## config.mk

```make
export PLATFORM = sky130hd
export DESIGN_NAME = sym8b10b_bist_lane
export DESIGN_NICKNAME = d
export VERILOG_FILES = /design/src/rtl/sym8b10b_pkg.sv /design/src/rtl/sym8b10b_bist_lane.sv
export SDC_FILE = /design/constraint.sdc
export NUM_CORES = 1
export LEC_CHECK = 0
export ABC_AREA = 1
export ABC_CLOCK_PERIOD_IN_PS = 3500
export CAP_MARGIN = 10
export CORE_MARGIN = 3
export CORE_UTILIZATION = 60
export DETAILED_ROUTE_END_ITERATION = 16
export GPL_ROUTABILITY_DRIVEN = 0
export PLACE_DENSITY = 0.88
export SLEW_MARGIN = 20
export SYNTH_ARGS = -nofsm -noshare
export SYNTH_HDL_FRONTEND = slang
export SYNTH_SLANG_ARGS = --single-unit
```

## constraint.sdc

```tcl
create_clock -name clk -period 3.5 [get_ports clk]
set_input_delay 0.35 -clock clk [delete_from_list [all_inputs] [get_ports clk]]
set_output_delay 0.35 -clock clk [all_outputs]
set_load 0.01 [all_outputs]
```

## src/rtl/sym8b10b_pkg.sv

```systemverilog
// Shared constants, LFSR helper and lane FSM state type for the 8b/10b BIST checker.
package sym8b10b_pkg;

    localparam logic [7:0] K28_5 = 8'hBC;

    localparam int                LFSR_W    = 16;
    localparam logic [LFSR_W-1:0] LFSR_TAPS = 16'hB400;  // s[15]^s[13]^s[12]^s[10]

    typedef enum logic [1:0] {
        HUNT,
        SYNC,
        LOCKED
    } lane_state_e;

    function automatic logic [LFSR_W-1:0] lfsr_step(input logic [LFSR_W-1:0] s);
        return {s[LFSR_W-2:0], ^(s & LFSR_TAPS)};
    endfunction

endpackage

```

## src/rtl/sym8b10b_bist_lane.sv

```systemverilog
// One-lane checker: regenerates comma + LFSR frame, tracks lock, counts bad symbols.
module sym8b10b_bist_lane
    import sym8b10b_pkg::*;
#(
    parameter int                ERR_CNT_W = 16,
    parameter int                K_PERIOD  = 16,
    parameter logic [LFSR_W-1:0] SEED      = 16'hACE1,
    parameter int                LOCK_GOOD = 8,
    parameter int                LOSE_BAD  = 4
) (
    input  logic                 clk,
    input  logic                 rst_n,
    input  logic                 clr,
    input  logic                 din_val,
    input  logic [7:0]           din_dat,
    input  logic                 din_k,
    input  logic                 din_kerr,
    input  logic                 din_rderr,
    output logic                 lock,
    output logic                 lock_lost,
    output logic                 err_pulse,
    output logic [ERR_CNT_W-1:0] err_cnt
);

    localparam int POS_W  = (K_PERIOD > 2) ? $clog2(K_PERIOD) : 1;
    localparam int GOOD_W = $clog2(LOCK_GOOD + 1);
    localparam int BAD_W  = $clog2(LOSE_BAD + 1);

    lane_state_e          state_q, state_d;
    logic [LFSR_W-1:0]    lfsr_q, lfsr_d;
    logic [POS_W-1:0]     pos_q, pos_d;
    logic [GOOD_W-1:0]    good_run_q, good_run_d;
    logic [BAD_W-1:0]     bad_run_q, bad_run_d;
    logic [ERR_CNT_W-1:0] err_cnt_q, err_cnt_d;
    logic                 lock_q, lock_d;
    logic                 lock_lost_q, lock_lost_d;
    logic                 err_pulse_q, err_pulse_d;

    logic is_comma;
    logic exp_comma;
    logic sym_good;
    logic drop;

    // NOTE: every signal written here gets a default first, so no path can infer a latch.
    always_comb begin
        is_comma  = din_k && (din_dat == K28_5) && !din_kerr;
        exp_comma = (pos_q == '0);
        sym_good  = !din_kerr && !din_rderr &&
                    (exp_comma ? (din_k && din_dat == K28_5)
                               : (!din_k && din_dat == lfsr_q[7:0]));
        drop        = 1'b0;
        state_d     = state_q;
        lfsr_d      = lfsr_q;
        pos_d       = pos_q;
        good_run_d  = good_run_q;
        bad_run_d   = bad_run_q;
        err_cnt_d   = err_cnt_q;
        lock_d      = lock_q;
        lock_lost_d = lock_lost_q;
        err_pulse_d = 1'b0;

        if (din_val) begin
            // The expected stream advances on every valid symbol, good or bad.
            lfsr_d = exp_comma ? SEED : lfsr_step(lfsr_q);
            pos_d  = (pos_q == POS_W'(K_PERIOD - 1)) ? '0 : pos_q + 1'b1;

            case (state_q)
                HUNT: begin
                    if (is_comma) begin
                        lfsr_d     = SEED;
                        pos_d      = POS_W'(1);
                        good_run_d = GOOD_W'(1);
                        bad_run_d  = '0;
                        if (LOCK_GOOD <= 1) begin
                            state_d = LOCKED;
                            lock_d  = 1'b1;
                        end else begin
                            state_d = SYNC;
                        end
                    end
                end
                SYNC: begin
                    if (sym_good) begin
                        good_run_d = good_run_q + 1'b1;
                        if (good_run_d == GOOD_W'(LOCK_GOOD)) begin
                            state_d   = LOCKED;
                            lock_d    = 1'b1;
                            bad_run_d = '0;
                        end
                    end else begin
                        state_d    = HUNT;
                        good_run_d = '0;
                    end
                end
                LOCKED: begin
                    if (sym_good) begin
                        bad_run_d = '0;
                    end else begin
                        err_pulse_d = 1'b1;
                        if (err_cnt_q != '1) err_cnt_d = err_cnt_q + 1'b1;
                        bad_run_d = bad_run_q + 1'b1;
                        if (bad_run_d == BAD_W'(LOSE_BAD)) begin
                            drop        = 1'b1;
                            state_d     = HUNT;
                            lock_d      = 1'b0;
                            lock_lost_d = 1'b1;
                            bad_run_d   = '0;
                            good_run_d  = '0;
                        end
                    end
                end
                default: state_d = HUNT;
            endcase
        end

        // Clear beats a counted error, but a lock drop in the same cycle still sets lock_lost.
        if (clr) begin
            err_cnt_d   = '0;
            lock_lost_d = drop;
        end
    end

    // NOTE: state is updated only with non-blocking assignments so all flops sample together.
    always_ff @(posedge clk or negedge rst_n) begin
        if (!rst_n) begin
            state_q     <= HUNT;
            lfsr_q      <= SEED;
            pos_q       <= '0;
            good_run_q  <= '0;
            bad_run_q   <= '0;
            err_cnt_q   <= '0;
            lock_q      <= 1'b0;
            lock_lost_q <= 1'b0;
            err_pulse_q <= 1'b0;
        end else begin
            state_q     <= state_d;
            lfsr_q      <= lfsr_d;
            pos_q       <= pos_d;
            good_run_q  <= good_run_d;
            bad_run_q   <= bad_run_d;
            err_cnt_q   <= err_cnt_d;
            lock_q      <= lock_d;
            lock_lost_q <= lock_lost_d;
            err_pulse_q <= err_pulse_d;
        end
    end

    assign lock      = lock_q;
    assign lock_lost = lock_lost_q;
    assign err_pulse = err_pulse_q;
    assign err_cnt   = err_cnt_q;

endmodule

```

Yosys cells after proc, flatten, opt, wreduce, memory -nomap -nowiden
Cells that the tools add are included.
{"block": "op_classes", "n_addsub": 4, "multipliers": 0, "div_mod_pow": 0, "order_cmp": 0, "n_eq_ne": 15, "shifts": 0, "n_mux": 46, "bitwise_logic": 0, "reduce_logical": 23}
{"cell": "two-way mux 16 bit", "n": 8}
{"cell": "two-way mux 4 bit", "n": 7}
{"cell": "two-way mux 1 bit", "n": 17}
{"cell": "adder 16 x 1 -> 16 bit, second input constant", "n": 1}
{"cell": "!= test 16 bit, second input constant", "n": 1}
{"cell": "XOR reduction 16 bit", "n": 1}
{"cell": "two-way mux 3 bit", "n": 5}
{"cell": "AND reduction 5 bit", "n": 3}
{"cell": "!= test 2 bit, second input constant", "n": 6}
{"cell": "one-hot mux 4 bit (3 select lines)", "n": 1}
{"cell": "two-way mux 2 bit", "n": 5}
{"cell": "nonzero test 2 bit", "n": 5}
{"cell": "one-hot mux 3 bit (3 select lines)", "n": 1}
{"cell": "adder 4 x 1 -> 4 bit, second input constant", "n": 2}
{"cell": "equality test 4 bit, second input constant", "n": 2}
{"cell": "equality test 8 bit", "n": 1}
{"cell": "equality test 8 bit, second input constant", "n": 1}
{"cell": "AND reduction 4 bit", "n": 2}
{"cell": "one-hot mux 2 bit (3 select lines)", "n": 1}
{"cell": "AND reduction 6 bit", "n": 1}
{"cell": "logical AND 1 bit", "n": 5}
{"cell": "logical NOT 4 bit", "n": 1}
{"cell": "adder 3 x 1 -> 3 bit, second input constant", "n": 1}
{"cell": "equality test 3 bit, second input constant", "n": 1}
{"cell": "other kinds (7)", "n": 9}
{"block": "totals", "regBits": 48, "latch_bits": 0, "ramBits": 0, "mem_bits_ro": 0, "word_cells": 97, "mem_count": 0}

Logic depth before layout (Yosys ltp)
Gate-level depths: netlist (run 1).
{"block": "logic_depth", "depth_word": 8, "depth_mapped": 15, "ltp_nobuf": 15}

Worst setup path after synthesis (run 1)
OpenSTA, ideal clock, no wires.
{"block": "synth_timing", "kind": "register to register", "start": "reg err_cnt_q[0], in the netlist err_cnt[0]", "end": "reg err_cnt_q[5], in the netlist err_cnt[5]", "setup_ps": 118, "arrival_time_ps": 1673, "t_required_ps": 3382, "setup_slack_ps": 1710, "stages_incl_launch_ff": 12, "path_buffers": 1, "cell_sequence": "dfrtp_1 > ha_1 > nand3_1 > nor2_2 > nand2_2 > nor2_4 > nand4_2 > nand4_4 > nand2_4 > buf_6 > nand2_1 > nand2_1"}
{"block": "synth_via", "elab_chain_cells": 6, "word_cells_on_any_way": 9, "cone_classes": "add/sub: 1; eq/ne: 1; mux: 5; reduce/logical: 2"}
{"element": "from (decl)", "line": "sym8b10b_bist_lane.sv:34", "text": "logic [ERR_CNT_W-1:0] err_cnt_q, err_cnt_d;"}
{"element": "from (signal assigned)", "line": "sym8b10b_bist_lane.sv:141", "text": "err_cnt_q <= err_cnt_d;"}
{"element": "adder 16 x 1 -> 16 bit", "line": "sym8b10b_bist_lane.sv:100", "text": "if (err_cnt_q != '1) err_cnt_d = err_cnt_q + 1'b1;"}
{"element": "two-way mux 16 bit", "line": "sym8b10b_bist_lane.sv:100"}
{"element": "two-way mux 16 bit", "line": "sym8b10b_bist_lane.sv:96", "text": "if (sym_good) begin"}
{"element": "two-way mux 16 bit", "line": "sym8b10b_bist_lane.sv:67", "text": "case (state_q)"}
{"element": "two-way mux 16 bit", "line": "sym8b10b_bist_lane.sv:62", "text": "if (din_val) begin"}
{"element": "two-way mux 16 bit", "line": "sym8b10b_bist_lane.sv:117", "text": "if (clr) begin"}
Parallel ways exist; a longest one is shown, timed or not. The select of a mux whose other input is x is not followed.
A chain may end at the register's enable or synchronous reset.

Worst setup path after layout (run 1)
{"block": "layout_timing", "start": "reg lfsr_q[7]", "end": "reg err_cnt_q[15], in the netlist err_cnt[15]"}
{"block": "layout_via", "elab_chain_cells": 6}
{"element": "from (decl)", "line": "sym8b10b_bist_lane.sv:30", "text": "logic [LFSR_W-1:0] lfsr_q, lfsr_d;"}
{"element": "from (signal assigned)", "line": "sym8b10b_bist_lane.sv:137", "text": "lfsr_q <= lfsr_d;"}
{"element": "equality test 8 bit", "line": "sym8b10b_bist_lane.sv:50", "text": ": (!din_k && din_dat == lfsr_q[7:0]));"}
{"element": "logical AND 1 bit", "line": "sym8b10b_bist_lane.sv:50"}
{"element": "two-way mux 1 bit", "line": "sym8b10b_bist_lane.sv:49", "text": "(exp_comma ? (din_k && din_dat == K28_5)"}
{"element": "logical AND 1 bit", "line": "sym8b10b_bist_lane.sv:48", "text": "sym_good = !din_kerr && !din_rderr &&"}
{"element": "!= test 2 bit (no source line)"}
{"element": "AND reduction 4 bit (no source line)"}
Every way passes these cells.

==> metrics.md, run 1 <==
| Metric | Value |
|---|---|
| Status | `complete, no violations` |
| Ranking of synthesized cells by area | `dfrtp_1 (35%), nand2_1 (14%), dfstp_2 (7.4%)` |
| Clk_lat worst skew | `310 ps` |
| Commonest non-fill, non-tap cell in the layout | `nand2_1` |
| Largest net degree at the start of global routing | `49` |
| Die Y | `74.8 um` |
| CTS tree | `done` |
| CTS buffer count | `5` |
| Antenna viol nets, final | `0` |
| Internal power | `1.09 mW` |
| Post-synthesis cell area | `2840 um2` |
| Worst path max stage delay | `530 ps` |
| Setup Buffers After CTS | `0` |
| Clock Sinks | `48` |
| DRC | `0` |
| Seq cells post-synth | `48` |
| CP max FO | `18` |
| VDD IR max | `357 uV` |
| I/O Buffers | `33` |
| Die W | `74.8 um` |
| Layout area overhead | `16.7%` |
| Fin area | `3310 um2` |
| Worst Setup Slack, final | `1310 ps` |
| Crit path top cell by count | `nand2_1` |
| Syn Inst Count | `370` |
| Slew margin rel. | `59.1%` |
| Vias/cell | `5.45` |
| Clock power share | `25.1%` |
| Final #Nets | `430` |
| R2R Path Start | `lfsr_q[7]` |
| Sw Share | `34.4%` |
| Post-synth top area cell | `dfrtp_1` |
| Core area | `4470 um2` |
| Crit-path slowest cell | `dfstp_2` |
| Total negative slack | `0 ps` |
| Full die area | `5590 um2` |
| Logic pwr share | `29.2%` |
| Reg2Reg Setup Slack | `1310 ps` |
| Post-synth cell types | `35` |
| HPWL Detailed | `4.36 mm` |
| Dpl ws | `1090 ps` |
| Leading cell types in the layout, fill and taps excluded | `nand2_1 (105), nor2_1 (45), inv_1 (43)` |
| Reg2reg end | `err_cnt[15]` |
| Layout cells sized above 1 | `7.16%` |
| First-pass GRT wire length | `10.1 mm` |
| Bufs on Longest Clock Path | `2` |
| Sequential area share after synthesis | `42.7%` |
| GR Overflow Total | `0` |
| Initial Util | `63.5%` |
| Post_cts resized | `0` |
| Post-layout power | `1.67 mW` |
| Worst setup path category | `register to register` |
| Post-DP Area | `3200 um2` |
| Clock Tree Root | `clkbuf_8` |
| RSZ-0062 raised after global routing | `false` |
| R2R cell count | `10` |
| Routed WL | `6.00 mm` |
| Worst Setup End Kind | `register` |
| H-tree depth | `2` |
| Post-route clock period utilization | `62.5%` |
| Pleak | `1.63 nW` |
| Fin. Hold Viols | `0` |
| Fillers | `349` |
| Antenna violations before repair | `0` |
| Max-cap violations | `0` |
| Max-slew violations | `0` |
| Tot GR Track Use | `23.3%` |
| Synth Area per Inst | `7.67 um2` |
| # diodes | `0` |
| Drt first pass iters | `4` |
| Fmax | `457 MHz` |
| NetSw | `574 uW` |
| Power share of the sequential group | `45.7%` |
| Final setup vio count | `0` |
| CP cell instances | `inv_1, o21ai_0, nor2_1, nand3_1, nand2_1, nand2_1, nand4_4, nand2_4, nand2_1, nand2_1` |
| Mapped Nets | `396` |
| I/O Pins | `34` |
| Final min period | `2190 ps` |
| Worst EP arrival | `2440 ps` |
| Pwr per Cell Area | `503 nW/um2` |
| Required @ worst endpoint | `3750 ps` |
| Yosys warns | `0` |
| Row cnt | `24` |
| CTS Hold Bufs | `0` |
| Worst Skew | `6.89 ps` |
| CP endpoint | `err_cnt[15]` |
| Vias in the first global route | `2318` |
| Critical path launch point type | `register` |
| Via count | `2490` |
| Yosys top cell area share | `35.3%` |
| DR iter-0 viols | `149` |
| Crit path launch | `lfsr_q[7]` |
| Clock Pin Slew Worst Setup and Hold Paths | `100 ps` |
| Worst-Margin Slew | `613 ps` |
| HP Class | `input port to async pin` |
| DR WL/cell | `13.1 um` |
-- cells in the mapped netlist --
cell type and count:
nor2_2 2, nand2_1 105, nand4_1 3, a22oi_1 3, clkinv_1 1, xnor2_1 7, nand3_1 34, dfrtp_1 40
o21bai_1 1, clkbuf_1 5, o21ai_1 1, a31oi_1 2, or2_2 1, nor3b_1 1, inv_1 43, o21ai_0 9
dfstp_2 8, nand2_4 1, nor3_1 3, nand2_2 2, nand4_2 1, nor4_1 1, ha_1 11, nand4_4 1
a21boi_0 1, nor2_4 1, nor2_1 45, nand3b_1 3, nor3b_2 1, o22ai_1 8, a21oi_1 8, buf_6 2
o31ai_1 2, a21oi_2 1, xor2_1 12
-- worst min-delay path by stage --
stage,startpoint,endpoint,slack (ps)
after CTS,rst_n,lfsr_q[1],260
after floorplan,rst_n,bad_run_q[0],50
after global placement,lfsr_q[14],lfsr_q[15],460
after detailed placement,lock_lost,lock_lost,480
final,rst_n,lfsr_q[2],40
after global routing,rst_n,lfsr_q[4],90
-- power by group through the flow --
stage	clock network, mW	registers (mW)	logic [mW]
after floorplan	0	0.756	0.356
after global placement	0	0.766	0.460
after detailed placement	0	0.773	0.482
after CTS	0.426	0.762	0.488
after global routing	0.449	0.779	0.563
final	0.418	0.763	0.487
-- metal layers --
metal | vias up | track usage (%) | part of all wire, %
li1 | 1252 | - | -
met1 | 1161 | 29.9 | 44
met2 | 64 | 40.2 | 50
met3 | 13 | 3.87 | 4.9
met4 | 0 | 7.31 | 1.7
met5 | - | 0 | 0
-- flip-flops by register name (all words and copies together) (netlist names) --
signal,count
err_cnt,16
lfsr_q,16
good_run_q,4
pos_q,4
bad_run_q,3
state_q,2
err_pulse,1
lock,1
lock_lost,1
-- through the flow --
stage	std cells	utilization, %	hold slack [ps]
2_1_floorplan	370	-	54.4
3_3_place_gp	449	71.4	460
3_5_place_dp	449	71.4	476
4_1_cts	457	74.0	263
5_1_grt	457	74.0	87.3
6_report	457	74.0	38.8
-- cells by family after synthesis --
kind of cell / after synthesis / synth area share [%]
simple gates: 205 / 31.8
xor+xnor: 19 / 5.86
compound gates: 36 / 7.54
flops: 48 / 42.7
buf+inv: 51 / 7.27
fa+ha+maj: 11 / 4.85
-- critical path, delay by kind of cell (launching register included) --
kind	cells	cell delay, ps
AND/OR/NAND/NOR	8	1270
buffers and inverters	1	80
flip-flops	1	530
AO/OA/AOI/OAI	1	240
-- area by class of cell --
type / count / area (um2) / share of cell area, %
inverters: 44 / 165 / 4.98
well taps: 52 / 65.1 / 1.96
clock inverters: 3 / 46.3 / 1.40
repair buffers: 34 / 335 / 10.1
multi-input cells: 271 / 1420 / 42.9
clock buffers: 5 / 68.8 / 2.08
flip-flops and latches: 48 / 1210 / 36.6
No activity file was read; power rests on OpenSTA's default activity.
==> run 2, diff against run 1 <==
--- a/config.mk
+++ b/config.mk
@@ -6,13 +6,13 @@
 export NUM_CORES = 1
 export LEC_CHECK = 0
 export ABC_AREA = 1
-export ABC_CLOCK_PERIOD_IN_PS = 3500
+export ABC_CLOCK_PERIOD_IN_PS = 1900
 export CAP_MARGIN = 10
 export CORE_MARGIN = 3
-export CORE_UTILIZATION = 60
+export CORE_UTILIZATION = 50
 export DETAILED_ROUTE_END_ITERATION = 16
 export GPL_ROUTABILITY_DRIVEN = 0
-export PLACE_DENSITY = 0.88
+export PLACE_DENSITY = 0.79
 export SLEW_MARGIN = 20
 export SYNTH_ARGS = -nofsm -noshare
 export SYNTH_HDL_FRONTEND = slang
==> constraint.sdc (replaced) <==
create_clock -name clk -period 1.9 [get_ports clk]
set_input_delay 0.19 -clock clk [delete_from_list [all_inputs] [get_ports clk]]
set_output_delay 0.19 -clock clk [all_outputs]
set_load 0.01 [all_outputs]
==> run 2 against run 1 <==
Non-clock buffer count is 20 higher. Global-route usage is 2.5 points lower. Clock skew is 0.51 ps lower. Utilization is 6.2 points lower. Routed wire length is 5.0% higher. Critical path type unchanged. Critical endpoint is now bad_run_q[0]. Largest cell class unchanged. Highest routed layer unchanged.
==> metrics.md, run 2 (synthesis gave the netlist of run 1 again) <==
| Metric | Value |
|---|---|
| Final setup vio count | `0` |
| Vias in the first global route | `2514` |
| Worst EP arrival | `2030 ps` |
| Worst-Margin Slew | `509 ps` |
| Drt first pass iters | `5` |
| Total negative slack | `0 ps` |
| GR Overflow Total | `0` |
| Layout cells sized above 1 | `14.6%` |
| Largest net degree at the start of global routing | `28` |
| DR WL/cell | `12.7 um` |
| Slew margin rel. | `66.1%` |
| First-pass GRT wire length | `10.9 mm` |
| Commonest non-fill, non-tap cell in the layout | `nand2_1` |
| Post-layout power | `3.44 mW` |
| Multi-input gate area | `1470 um2` |
| Clock Pin Slew Worst Setup and Hold Paths | `90 ps` |
| Die Y | `81.4 um` |
| R2R cell count | `13` |
| CTS tree | `done` |
| Post-route insts no fill | `495` |
| VDD IR max | `516 uV` |
| Routed WL | `6.30 mm` |
| Post-route clock period utilization | `94.0%` |
| Bufs on Longest Clock Path | `2` |
| Antenna violations before repair | `0` |
| RSZ-0062 raised after global routing | `true` |
| Tot GR Track Use | `20.8%` |
| Max-cap violations | `0` |
| DR iter-0 viols | `98` |
| CP max FO | `4` |
| Worst Setup End Kind | `register` |
| Leading cell types in the layout, fill and taps excluded | `nand2_1 (100), nor2_1 (43), inv_1 (41)` |
| I/O Pins | `34` |
| Vias/cell | `5.16` |
| Initial Util | `53.5%` |
| Max-slew violations | `0` |
| Register area | `1210 um2` |
| Worst Setup Slack, final | `113 ps` |
| R2R Path Start | `lfsr_q[5]` |
| Fillers | `429` |
| Pwr per Cell Area | `956 nW/um2` |
| Status | `complete, no violations` |
| Critical path launch point type | `register` |
| Pleak | `1.77 nW` |
| Layout area overhead | `26.8%` |
| Via count | `2556` |
| CTS buffer count | `5` |
| Final min period | `1790 ps` |
| CP endpoint | `bad_run_q[0]` |
| HP Class | `input port to async pin` |
| Reg2Reg Setup Slack | `110 ps` |
| # diodes | `0` |
| HPWL Detailed | `4.51 mm` |
| Clock Tree Root | `clkbuf_8` |
| Core area | `5300 um2` |
| Fin. Hold Viols | `0` |
| Dpl ws | `-91.4 ps` |
| Required @ worst endpoint | `2140 ps` |
| I/O Buffers | `33` |
| Clock Sinks | `48` |
| Clk_lat worst skew | `300 ps` |
| Full die area | `6620 um2` |
| DRC | `0` |
| Crit path launch | `lfsr_q[5]` |
| Reg2reg end | `bad_run_q[0]` |
| Antenna viol nets, final | `0` |
| Fmax | `560 MHz` |
| Row cnt | `26` |
| Die W | `81.4 um` |
| Worst Skew | `6.38 ps` |
| Final #Nets | `450` |
| Hold Worst Slack | `386 ps` |
| Worst setup path category | `register to register` |
| DP Cell Count | `481` |
| H-tree depth | `2` |
==> run 2: cell count changes in the layout (fill, tap and decap cells not counted), moves of 2 or more <==
| cell | delta |
|---|---|
| buf_4 | +16 |
| inv_2 | +2 |
| buf_12 | +2 |
| nor2_1 | -2 |
| nand2_2 | +4 |
| nand3_1 | -3 |
| inv_1 | -2 |
| nand3_2 | +3 |
| nand2_1 | -5 |
| bufinv_16 | +2 |
| nor2_2 | +2 |
==> run 2: worst min-delay path by stage <==
stage,from,end,slack (ps),depth (start not counted)
after floorplan,rst_n,bad_run_q[0],-110,0
after global placement,rst_n,lfsr_q[9],190,1
after detailed placement,rst_n,lfsr_q[9],190,1
after CTS,rst_n,lfsr_q[9],400,2
after global routing,rst_n,lfsr_q[8],430,2
final,rst_n,lfsr_q[9],390,2
==> run 2: critical path: stages, from the launching register on <==
cell,delay [ps]
dfstp_2,540
inv_1,70
nand2_1,60
o21ai_0,90
nor2_2,130
nand3_1,110
nand2_2,140
nand2_4,80
nand2_1,60
nand2_1,80
inv_2,100
buf_4,110
nand3b_1,70
nand2_1,80
==> run 2: timing repair <==
item / CTS / global route
buffers inserted: 0 / 5
resized for setup: 0 / 16
endpoints found under the setup margin: 0 / 28
hold endpoints to repair: 13 / 0
hold buffers: 1 / 0
==> run 2: cell type report <==
type,instances,share of cell area [%]
repair buffers,54,14.2
flip-flops and latches,48,33.7
multi-input cells,271,40.7
inverters,44,4.59
clock inverters,3,2.50
well taps,70,2.43
clock buffers,5,1.91
==> run 2: metrics by stage <==
step | instance area, um2 | utilization, %
floorplan | 2840 | -
global placement | 3350 | 63.1
detailed placement | 3350 | 63.1
CTS | 3520 | 66.3
global route | 3600 | 67.9
finish | 3600 | 67.9
==> run 2: power breakdown <==
group | total [mW] | switching, mW | internal (mW)
Clock | 1.02 | 0.358 | 0.658
Sequential | 1.40 | 0.137 | 1.27
Combinational | 1.02 | 0.591 | 0.429
==> run 2: layer usage <==
| metal | GRT usage, % | wire length, um | up-vias | share of wire [%] |
|---|---|---|---|---|
| met4 | 7.26 | 112 | 0 | 1.8 |
| li1 | - | - | 1289 | - |
| met2 | 35.7 | 3090 | 49 | 49 |
| met5 | 0 | 0 | - | 0 |
| met3 | 3.44 | 237 | 11 | 3.8 |
| met1 | 26.3 | 2870 | 1207 | 45 |
